`src/rtl/stopwatch_pkg.sv`:
```
// rtl/stopwatch_pkg.sv - shared state encoding and constants for the stopwatch controller
// Contents:
//   sw_state_t          3-bit FSM state encoding (IDLE=0, RUN=1, LAP=2, STOP=3, CLEAR=4)
//   SW_DEBOUNCE_DEFAULT default debounce length in clk cycles (10 ms at 100 MHz)
//   SW_CLK_HZ           nominal system clock frequency
package stopwatch_pkg;

  typedef enum logic [2:0] {
    SW_IDLE  = 3'd0,
    SW_RUN   = 3'd1,
    SW_LAP   = 3'd2,
    SW_STOP  = 3'd3,
    SW_CLEAR = 3'd4
  } sw_state_t;

  localparam int SW_DEBOUNCE_DEFAULT = 1000000;
  localparam int SW_CLK_HZ           = 100000000;

endpackage

```
`src/rtl/button_debounce.sv`:
```
// rtl/button_debounce.sv - two-flop synchroniser, debouncer and press-pulse generator for one button
// Ports:
//   clk      in  system clock
//   reset    in  asynchronous, active-high
//   btn_raw  in  raw button level, asynchronous to clk
//   press    out one-cycle pulse after each accepted 0->1 debounced transition
// Parameters:
//   DEBOUNCE_CYCLES  consecutive differing samples needed to flip the debounced level (>= 2)
module button_debounce
  import stopwatch_pkg::*;
#(
  parameter int DEBOUNCE_CYCLES = SW_DEBOUNCE_DEFAULT
) (
  input  logic clk,
  input  logic reset,
  input  logic btn_raw,
  output logic press
);

  localparam int DB_W = $clog2(DEBOUNCE_CYCLES);

  logic [1:0]      sync_q;
  logic            level_q;
  logic            level_d_q;
  logic [DB_W-1:0] cnt_q;

  always_ff @(posedge clk or posedge reset) begin
    if (reset) begin
      sync_q <= 2'b00;
    end else begin
      sync_q <= {sync_q[0], btn_raw};
    end
  end

  // The counter only runs while the synced sample disagrees with the accepted
  // level; any agreeing sample restarts the qualification window. Reaching
  // the last count flips the level instead of wrapping.
  always_ff @(posedge clk or posedge reset) begin
    if (reset) begin
      cnt_q   <= '0;
      level_q <= 1'b0;
    end else if (sync_q[1] == level_q) begin
      cnt_q <= '0;
    end else if (cnt_q == DB_W'(DEBOUNCE_CYCLES - 1)) begin
      cnt_q   <= '0;
      level_q <= sync_q[1];
    end else begin
      cnt_q <= cnt_q + DB_W'(1);
    end
  end

  // Edge detect on the registered level; the pulse lands one cycle after the
  // level rises and releases produce nothing.
  always_ff @(posedge clk or posedge reset) begin
    if (reset) begin
      level_d_q <= 1'b0;
      press     <= 1'b0;
    end else begin
      level_d_q <= level_q;
      press     <= level_q & ~level_d_q;
    end
  end

endmodule

```
`src/rtl/stopwatch_ctrl.sv`:
```
// rtl/stopwatch_ctrl.sv - button-driven Moore FSM sequencing the stopwatch counter and display
// Ports:
//   clk           in  system clock, 100 MHz
//   reset         in  asynchronous, active-high
//   btn_ss_raw    in  raw start/stop button
//   btn_lr_raw    in  raw lap/reset button
//   count_at_max  in  counter at terminal value (level)
//   count_en      out counter increment enable (RUN, LAP)
//   count_clr     out one-cycle counter clear (CLEAR)
//   display_hold  out display freeze (LAP)
//   state_o       out current state encoding
// Build option: STOPWATCH_LAP_EN enables the LAP state and display_hold;
// without it lr only acts in STOP (clear) and encoding 2 is illegal.
module stopwatch_ctrl
  import stopwatch_pkg::*;
#(
  parameter int DEBOUNCE_CYCLES = SW_DEBOUNCE_DEFAULT
) (
  input  logic       clk,
  input  logic       reset,
  input  logic       btn_ss_raw,
  input  logic       btn_lr_raw,
  input  logic       count_at_max,
  output logic       count_en,
  output logic       count_clr,
  output logic       display_hold,
  output logic [2:0] state_o
);

  localparam logic [2:0] ST_IDLE  = SW_IDLE;
  localparam logic [2:0] ST_RUN   = SW_RUN;
  localparam logic [2:0] ST_STOP  = SW_STOP;
  localparam logic [2:0] ST_CLEAR = SW_CLEAR;
`ifdef STOPWATCH_LAP_EN
  localparam logic [2:0] ST_LAP   = SW_LAP;
`endif

  logic       ss_pulse;
  logic       lr_pulse;
  logic [2:0] state;
  logic [2:0] next_state;

  button_debounce #(.DEBOUNCE_CYCLES(DEBOUNCE_CYCLES)) u_db_ss (
    .clk     (clk),
    .reset   (reset),
    .btn_raw (btn_ss_raw),
    .press   (ss_pulse)
  );

  button_debounce #(.DEBOUNCE_CYCLES(DEBOUNCE_CYCLES)) u_db_lr (
    .clk     (clk),
    .reset   (reset),
    .btn_raw (btn_lr_raw),
    .press   (lr_pulse)
  );

  // Branch order encodes priority: count_at_max over ss over lr, so a
  // coincident lr is simply dropped.
  always_comb begin
    next_state = state;
    case (state)
      ST_IDLE: begin
        if (ss_pulse) next_state = ST_RUN;
      end
      ST_RUN: begin
        if (count_at_max)  next_state = ST_STOP;
        else if (ss_pulse) next_state = ST_STOP;
`ifdef STOPWATCH_LAP_EN
        else if (lr_pulse) next_state = ST_LAP;
`endif
      end
`ifdef STOPWATCH_LAP_EN
      ST_LAP: begin
        if (count_at_max)  next_state = ST_STOP;
        else if (ss_pulse) next_state = ST_STOP;
        else if (lr_pulse) next_state = ST_RUN;
      end
`endif
      ST_STOP: begin
        if (ss_pulse)      next_state = ST_RUN;
        else if (lr_pulse) next_state = ST_CLEAR;
      end
      ST_CLEAR: begin
        next_state = ST_IDLE;
      end
      default: begin
        next_state = ST_IDLE;
      end
    endcase
  end

  always_ff @(posedge clk or posedge reset) begin
    if (reset) begin
      state <= ST_IDLE;
    end else begin
      state <= next_state;
    end
  end

  // Pure decode of the state register; CLEAR lasts one cycle so count_clr does too.
  assign count_clr = (state == ST_CLEAR);
  assign state_o   = state;
`ifdef STOPWATCH_LAP_EN
  assign count_en     = (state == ST_RUN) || (state == ST_LAP);
  assign display_hold = (state == ST_LAP);
`else
  assign count_en     = (state == ST_RUN);
  assign display_hold = 1'b0;
`endif

endmodule
```
`config.mk`:
```
export PLATFORM = sky130hd
export DESIGN_NAME = stopwatch_ctrl
export DESIGN_NICKNAME = d
export VERILOG_FILES = /design/src/rtl/stopwatch_pkg.sv /design/src/rtl/button_debounce.sv /design/src/rtl/stopwatch_ctrl.sv
export SDC_FILE = /design/constraint.sdc
export NUM_CORES = 1
export LEC_CHECK = 0
export ABC_AREA = 0
export BUFFER_PORTS_ARGS = -buffer_cell sky130_fd_sc_hd__buf_2
export CORE_MARGIN = 1.5
export CORE_UTILIZATION = 34
export DETAILED_ROUTE_END_ITERATION = 8
export PLACE_DENSITY = 0.47
export SLEW_MARGIN = 20
export SYNTH_ARGS = -nofsm -noshare
export SYNTH_HDL_FRONTEND = slang
export SYNTH_SLANG_ARGS = --single-unit
```
`constraint.sdc`:
```
create_clock -name clk -period 3.4 [get_ports clk]
set_input_delay 0.34 -clock clk [delete_from_list [all_inputs] [get_ports clk]]
set_output_delay 0.34 -clock clk [all_outputs]
set_load 0.01 [all_outputs]
```
==> run summary <==
The run finished with clean final reports. The reported leakage power came out at 1.128 nW. The logs give 129 for the violation count after the first detailed-routing iteration and 141.6 uV for the maximum vdd ir drop. The area added between synthesis and finish came out at 9.929%.

The run gives 3.078% as the met3 demand-to-capacity share in global routing. Counting distinct cell types in the post-synthesis netlist gives 44. The run gives 18.93% as the met1 track demand over resource. Of the available clock period, the critical path in the final layout requires 60.80%. STA classifies the critical path endpoint as a flip-flop. For the initial standard-cell utilization of the core, the log shows 35.76%. The later pin in the worst-skew pair is clocked with a latency of 0.30 ns. DRC violation count after routing: 0.

On the final layout, the worst clock skew is 0.003729 ns. The sequential cell fraction of total power is 63.3%. Most used flip-flop cell after synthesis: sky130_fd_sc_hd__dfrtp_1.

The worst hold slack after final layout was 0.1158 ns; the endpoint arrival time on the critical path was 2.30 ns. After detailed routing, the total wire length is 4347 microns. For the number of clock sinks, the log shows 53. In this run the remaining antenna-violating nets after routing total 0.

The tools report the number of standard-cell rows in the floorplan as 30. The first detailed-routing pass ran for 4 iterations. The synthesized design devotes to its leading area cell type 53.70% of total area. Along the worst path, the maximum fanout reaches 8. For this block, the via count after detailed routing is 1725.

The HPWL after detailed placement is 3026 microns. The switching share of power is 21.95%. The number of storage elements in the synthesis netlist works out to 53. The power density relative to cell area was 375.3 nW/um^2; the quantity of gates resized following cts was 0. For the wire length of the first global-routing pass, the log shows 7665 microns. No sink is reached through more buffers than the 2 on the longest clock path. The logs give 0 for the max-slew violation count and 32 for the largest net degree at the start of global routing.

The number of primary I/O pins is 11, and the detailed-route wire length per cell is 12.35 microns. Based on the critical path, the design can be clocked at up to 483.7 MHz. After clock tree synthesis, the clock-pin slew on the worst setup and hold paths is 0.09 ns. The tools report the routability congestion estimate as 0.7550.

The initial antenna violation count was 0; the synthesized area was 2470 sq um. The share of total power dissipated in combinational logic is 3.7%. The internal portion of the total power is 0.7953 mW. The final core utilization is 39.31%. The proportion of layout cells with a drive suffix above 1 works out to 11.33%.

For flop-to-flop paths, the worst setup slack is 1.33 ns. Required time of the worst setup path: 3.63 ns. The switching power summed over all nets was 0.2237 mW; the worst path buffer plus inverter count was 0. TritonCTS built the clock tree. For the worst relative slew slack, the log shows 52.81%. Counting flops with a built-in enable in the synthesized netlist gives 0. The via count of the first global-routing pass is 1643. The area of combinational cells with multiple inputs was 1091 sq um.

In the final timing run, aggregate negative setup slack is 0 ns. The worst hold path belongs to the class in -> async. The average cell area after synthesis is 10.21 sq um. The number of fill cells is 710, and the core outline area is 6907 sq um. The clock network accounts for 33.0% of the total power. The slew at the pin with the worst max-slew slack works out to 0.7032 ns. Sorting the synthesized cells by area gives the leading types as sky130_fd_sc_hd__dfrtp_1, sky130_fd_sc_hd__nor2_1, sky130_fd_sc_hd__xnor2_1. The tree is rooted in a sky130_fd_sc_hd__clkbuf_8. Setup violations remaining at the end of the flow were counted as 0. Buffers added to address setup during post-CTS repair amount to 0. In the synthesized netlist the async set-or-reset flop fraction comes to 100.0%.

Global-route total usage across every layer: 12.63%. The minimum period implied by the final worst setup slack works out to 2.067 ns. The library cell with the largest summed area after synthesis is sky130_fd_sc_hd__dfrtp_1.

The total of hold buffers inserted after clock tree synthesis is 0. For this run the aggregate overflow at the end of global routing stands at 0. The die is 88.23 microns wide. The run gives 1326 sq um as the register area. After synthesis, flip-flops and latches occupy 53.70% of the total area.

Setup repair after global routing left no endpoint under its margin. During synthesis, Yosys emitted a total of 0 warnings. The layer flagged by global routing as most heavily used is met1. The type of the setup path with the least slack is reg -> reg.

The slowest cell on the critical path is sky130_fd_sc_hd__or4_1. The critical path goes through nand4_2, or4_1, or4b_4, a21oi_2. The gate family responsible for the most delay along the worst path is simple AND/OR/NAND/NOR gates. The tools report the CTS buffer count as 5. Global routing usage on met2: 18.04%. For this run, the slowest stage of the critical path takes 0.65 ns. The H-tree depth reported by CTS came out at 2. Kind of launch point of the worst setup path: a flip-flop. The die covers 7785 sq um. Number of failing hold endpoints at the final stage: 0. The gate count of the mapped netlist came out at 242. When the netlist entered floorplanning its net count stood at 249. During placement, the flow inserted port buffers numbering 9. The repair_antennas step left the layout with diodes totalling 0.

The net count of the finished layout is 262. The number of vias per cell was 4.901; the number of max-cap violations was 0. From bottom edge to top edge, the die measures 88.23 microns.
==> power groups by stage <==
stage / combinational, mW / sequential (mW) / clock [mW]
3_5_place_dp: 0.0393 / 0.658 / 0
6_report: 0.0377 / 0.645 / 0.337
5_1_grt: 0.0443 / 0.647 / 0.379
3_3_place_gp: 0.0395 / 0.657 / 0
2_1_floorplan: 0.0274 / 0.656 / 0
4_1_cts: 0.0394 / 0.645 / 0.353
==> flip-flops by register name, indices dropped and copies added, names as in the netlist <==
name and flops:
u_db_lr.cnt_q 20, u_db_lr.level_d_q 1, u_db_ss.cnt_q 20, u_db_lr.level_q 1, u_db_lr.press 1, u_db_ss.sync_q 2, u_db_lr.sync_q 2, u_db_ss.level_d_q 1
state_o 3, u_db_ss.level_q 1, u_db_ss.press 1
==> stage by stage <==
step                worst slack (ns)  cells  area (sq um)  total power [mW]
detailed placement             1.335    344          2635            0.6969
global route                   1.147    352          2715             1.070
floorplan                      1.482    242          2470            0.6830
global placement               1.363    344          2635            0.6964
finish                         1.333    352          2715             1.019
CTS                            1.308    352          2715             1.037
==> final timing paths <==
| kind | start | to | depth (start not counted) |
|---|---|---|---|
| setup / recovery | u_db_lr.cnt_q[6]$_DFF_PP0_ | u_db_lr.cnt_q[17]$_DFF_PP0_ | 4 |
| hold / removal | reset | state_o[1]$_DFFE_PP0P_ | 2 |
| setup reg to reg | u_db_lr.cnt_q[6]$_DFF_PP0_ | u_db_lr.cnt_q[17]$_DFF_PP0_ | 4 |
| hold reg to reg | u_db_lr.sync_q[0]$_DFF_PP0_ | u_db_lr.sync_q[1]$_DFF_PP0_ | 0 |
| max in group asynchronous | reset | u_db_ss.cnt_q[6]$_DFF_PP0_ | 3 |
| min in group clk | btn_ss_raw | u_db_ss.sync_q[0]$_DFF_PP0_ | 1 |
==> cell usage after synthesis, types with 2 or more instances <==
cell type	count
sky130_fd_sc_hd__nand3_1	11
sky130_fd_sc_hd__inv_1	7
sky130_fd_sc_hd__or3_1	7
sky130_fd_sc_hd__or4_1	4
sky130_fd_sc_hd__o31ai_1	4
sky130_fd_sc_hd__or4b_1	2
sky130_fd_sc_hd__nor3b_1	2
sky130_fd_sc_hd__nor4_1	5
sky130_fd_sc_hd__and3_1	4
sky130_fd_sc_hd__nand4_2	2
sky130_fd_sc_hd__nor2_1	32
sky130_fd_sc_hd__nor3_1	5
sky130_fd_sc_hd__clkbuf_1	4
sky130_fd_sc_hd__xor2_1	13
sky130_fd_sc_hd__mux2_2	2
sky130_fd_sc_hd__o21ai_0	7
sky130_fd_sc_hd__a21oi_1	13
sky130_fd_sc_hd__and2_1	2
sky130_fd_sc_hd__dfrtp_1	53
sky130_fd_sc_hd__and4_1	2
sky130_fd_sc_hd__xnor2_1	13
sky130_fd_sc_hd__ha_1	2
sky130_fd_sc_hd__nand2_1	14
sky130_fd_sc_hd__nand4_1	10
sky130_fd_sc_hd__nor2b_1	3
==> cell families after synthesis <==
| kind of cell | after synthesis | share of synthesized area (%) |
|---|---|---|
| compound gates | 29 | 6.839 |
| simple gates | 115 | 25.84 |
| buf+inv | 14 | 2.330 |
| fa+ha+maj | 2 | 1.013 |
| flops | 53 | 53.70 |
| other cells | 1 | 0.1518 |
| xor+xnor | 26 | 9.220 |
| mux | 2 | 0.9118 |
==> layout make-up <==
| class | instances | share of cell area (%) |
|---|---|---|
| sequential | 53 | 48.85 |
| timing repair buffer | 12 | 2.488 |
| inverter | 8 | 1.106 |
| multi-input combinational | 175 | 40.18 |
| tap | 96 | 4.424 |
| clock buffer | 8 | 2.949 |
==> layer usage <==
layer	vias up	routed length [microns]
met4	0	46
met3	6	110
met2	16	1765
li1	879	-
met5	-	0
met1	824	2424
==> cells in the final DEF, fill, tap and decap left out, types with 2 or more instances in the layout <==
cell type and count:
sky130_fd_sc_hd__and2_1 2, sky130_fd_sc_hd__buf_4 3, sky130_fd_sc_hd__and3_1 4, sky130_fd_sc_hd__nor4_1 5, sky130_fd_sc_hd__nor3_1 5, sky130_fd_sc_hd__nor2_1 32
sky130_fd_sc_hd__nand2_1 14, sky130_fd_sc_hd__nor2b_1 3, sky130_fd_sc_hd__inv_1 6, sky130_fd_sc_hd__nor3b_1 2, sky130_fd_sc_hd__or3_1 7, sky130_fd_sc_hd__nand4_2 2
sky130_fd_sc_hd__nand3_1 11, sky130_fd_sc_hd__ha_1 2, sky130_fd_sc_hd__xor2_1 13, sky130_fd_sc_hd__o31ai_1 3, sky130_fd_sc_hd__dfrtp_1 53, sky130_fd_sc_hd__xnor2_1 13
sky130_fd_sc_hd__o21ai_0 7, sky130_fd_sc_hd__buf_2 9, sky130_fd_sc_hd__or4_1 4, sky130_fd_sc_hd__and4_1 2, sky130_fd_sc_hd__mux2_2 2, sky130_fd_sc_hd__or4b_1 2
sky130_fd_sc_hd__nand4_1 10, sky130_fd_sc_hd__clkbuf_1 3, sky130_fd_sc_hd__clkbuf_8 5, sky130_fd_sc_hd__a21oi_1 13
(Power assumes the default switching activity.)
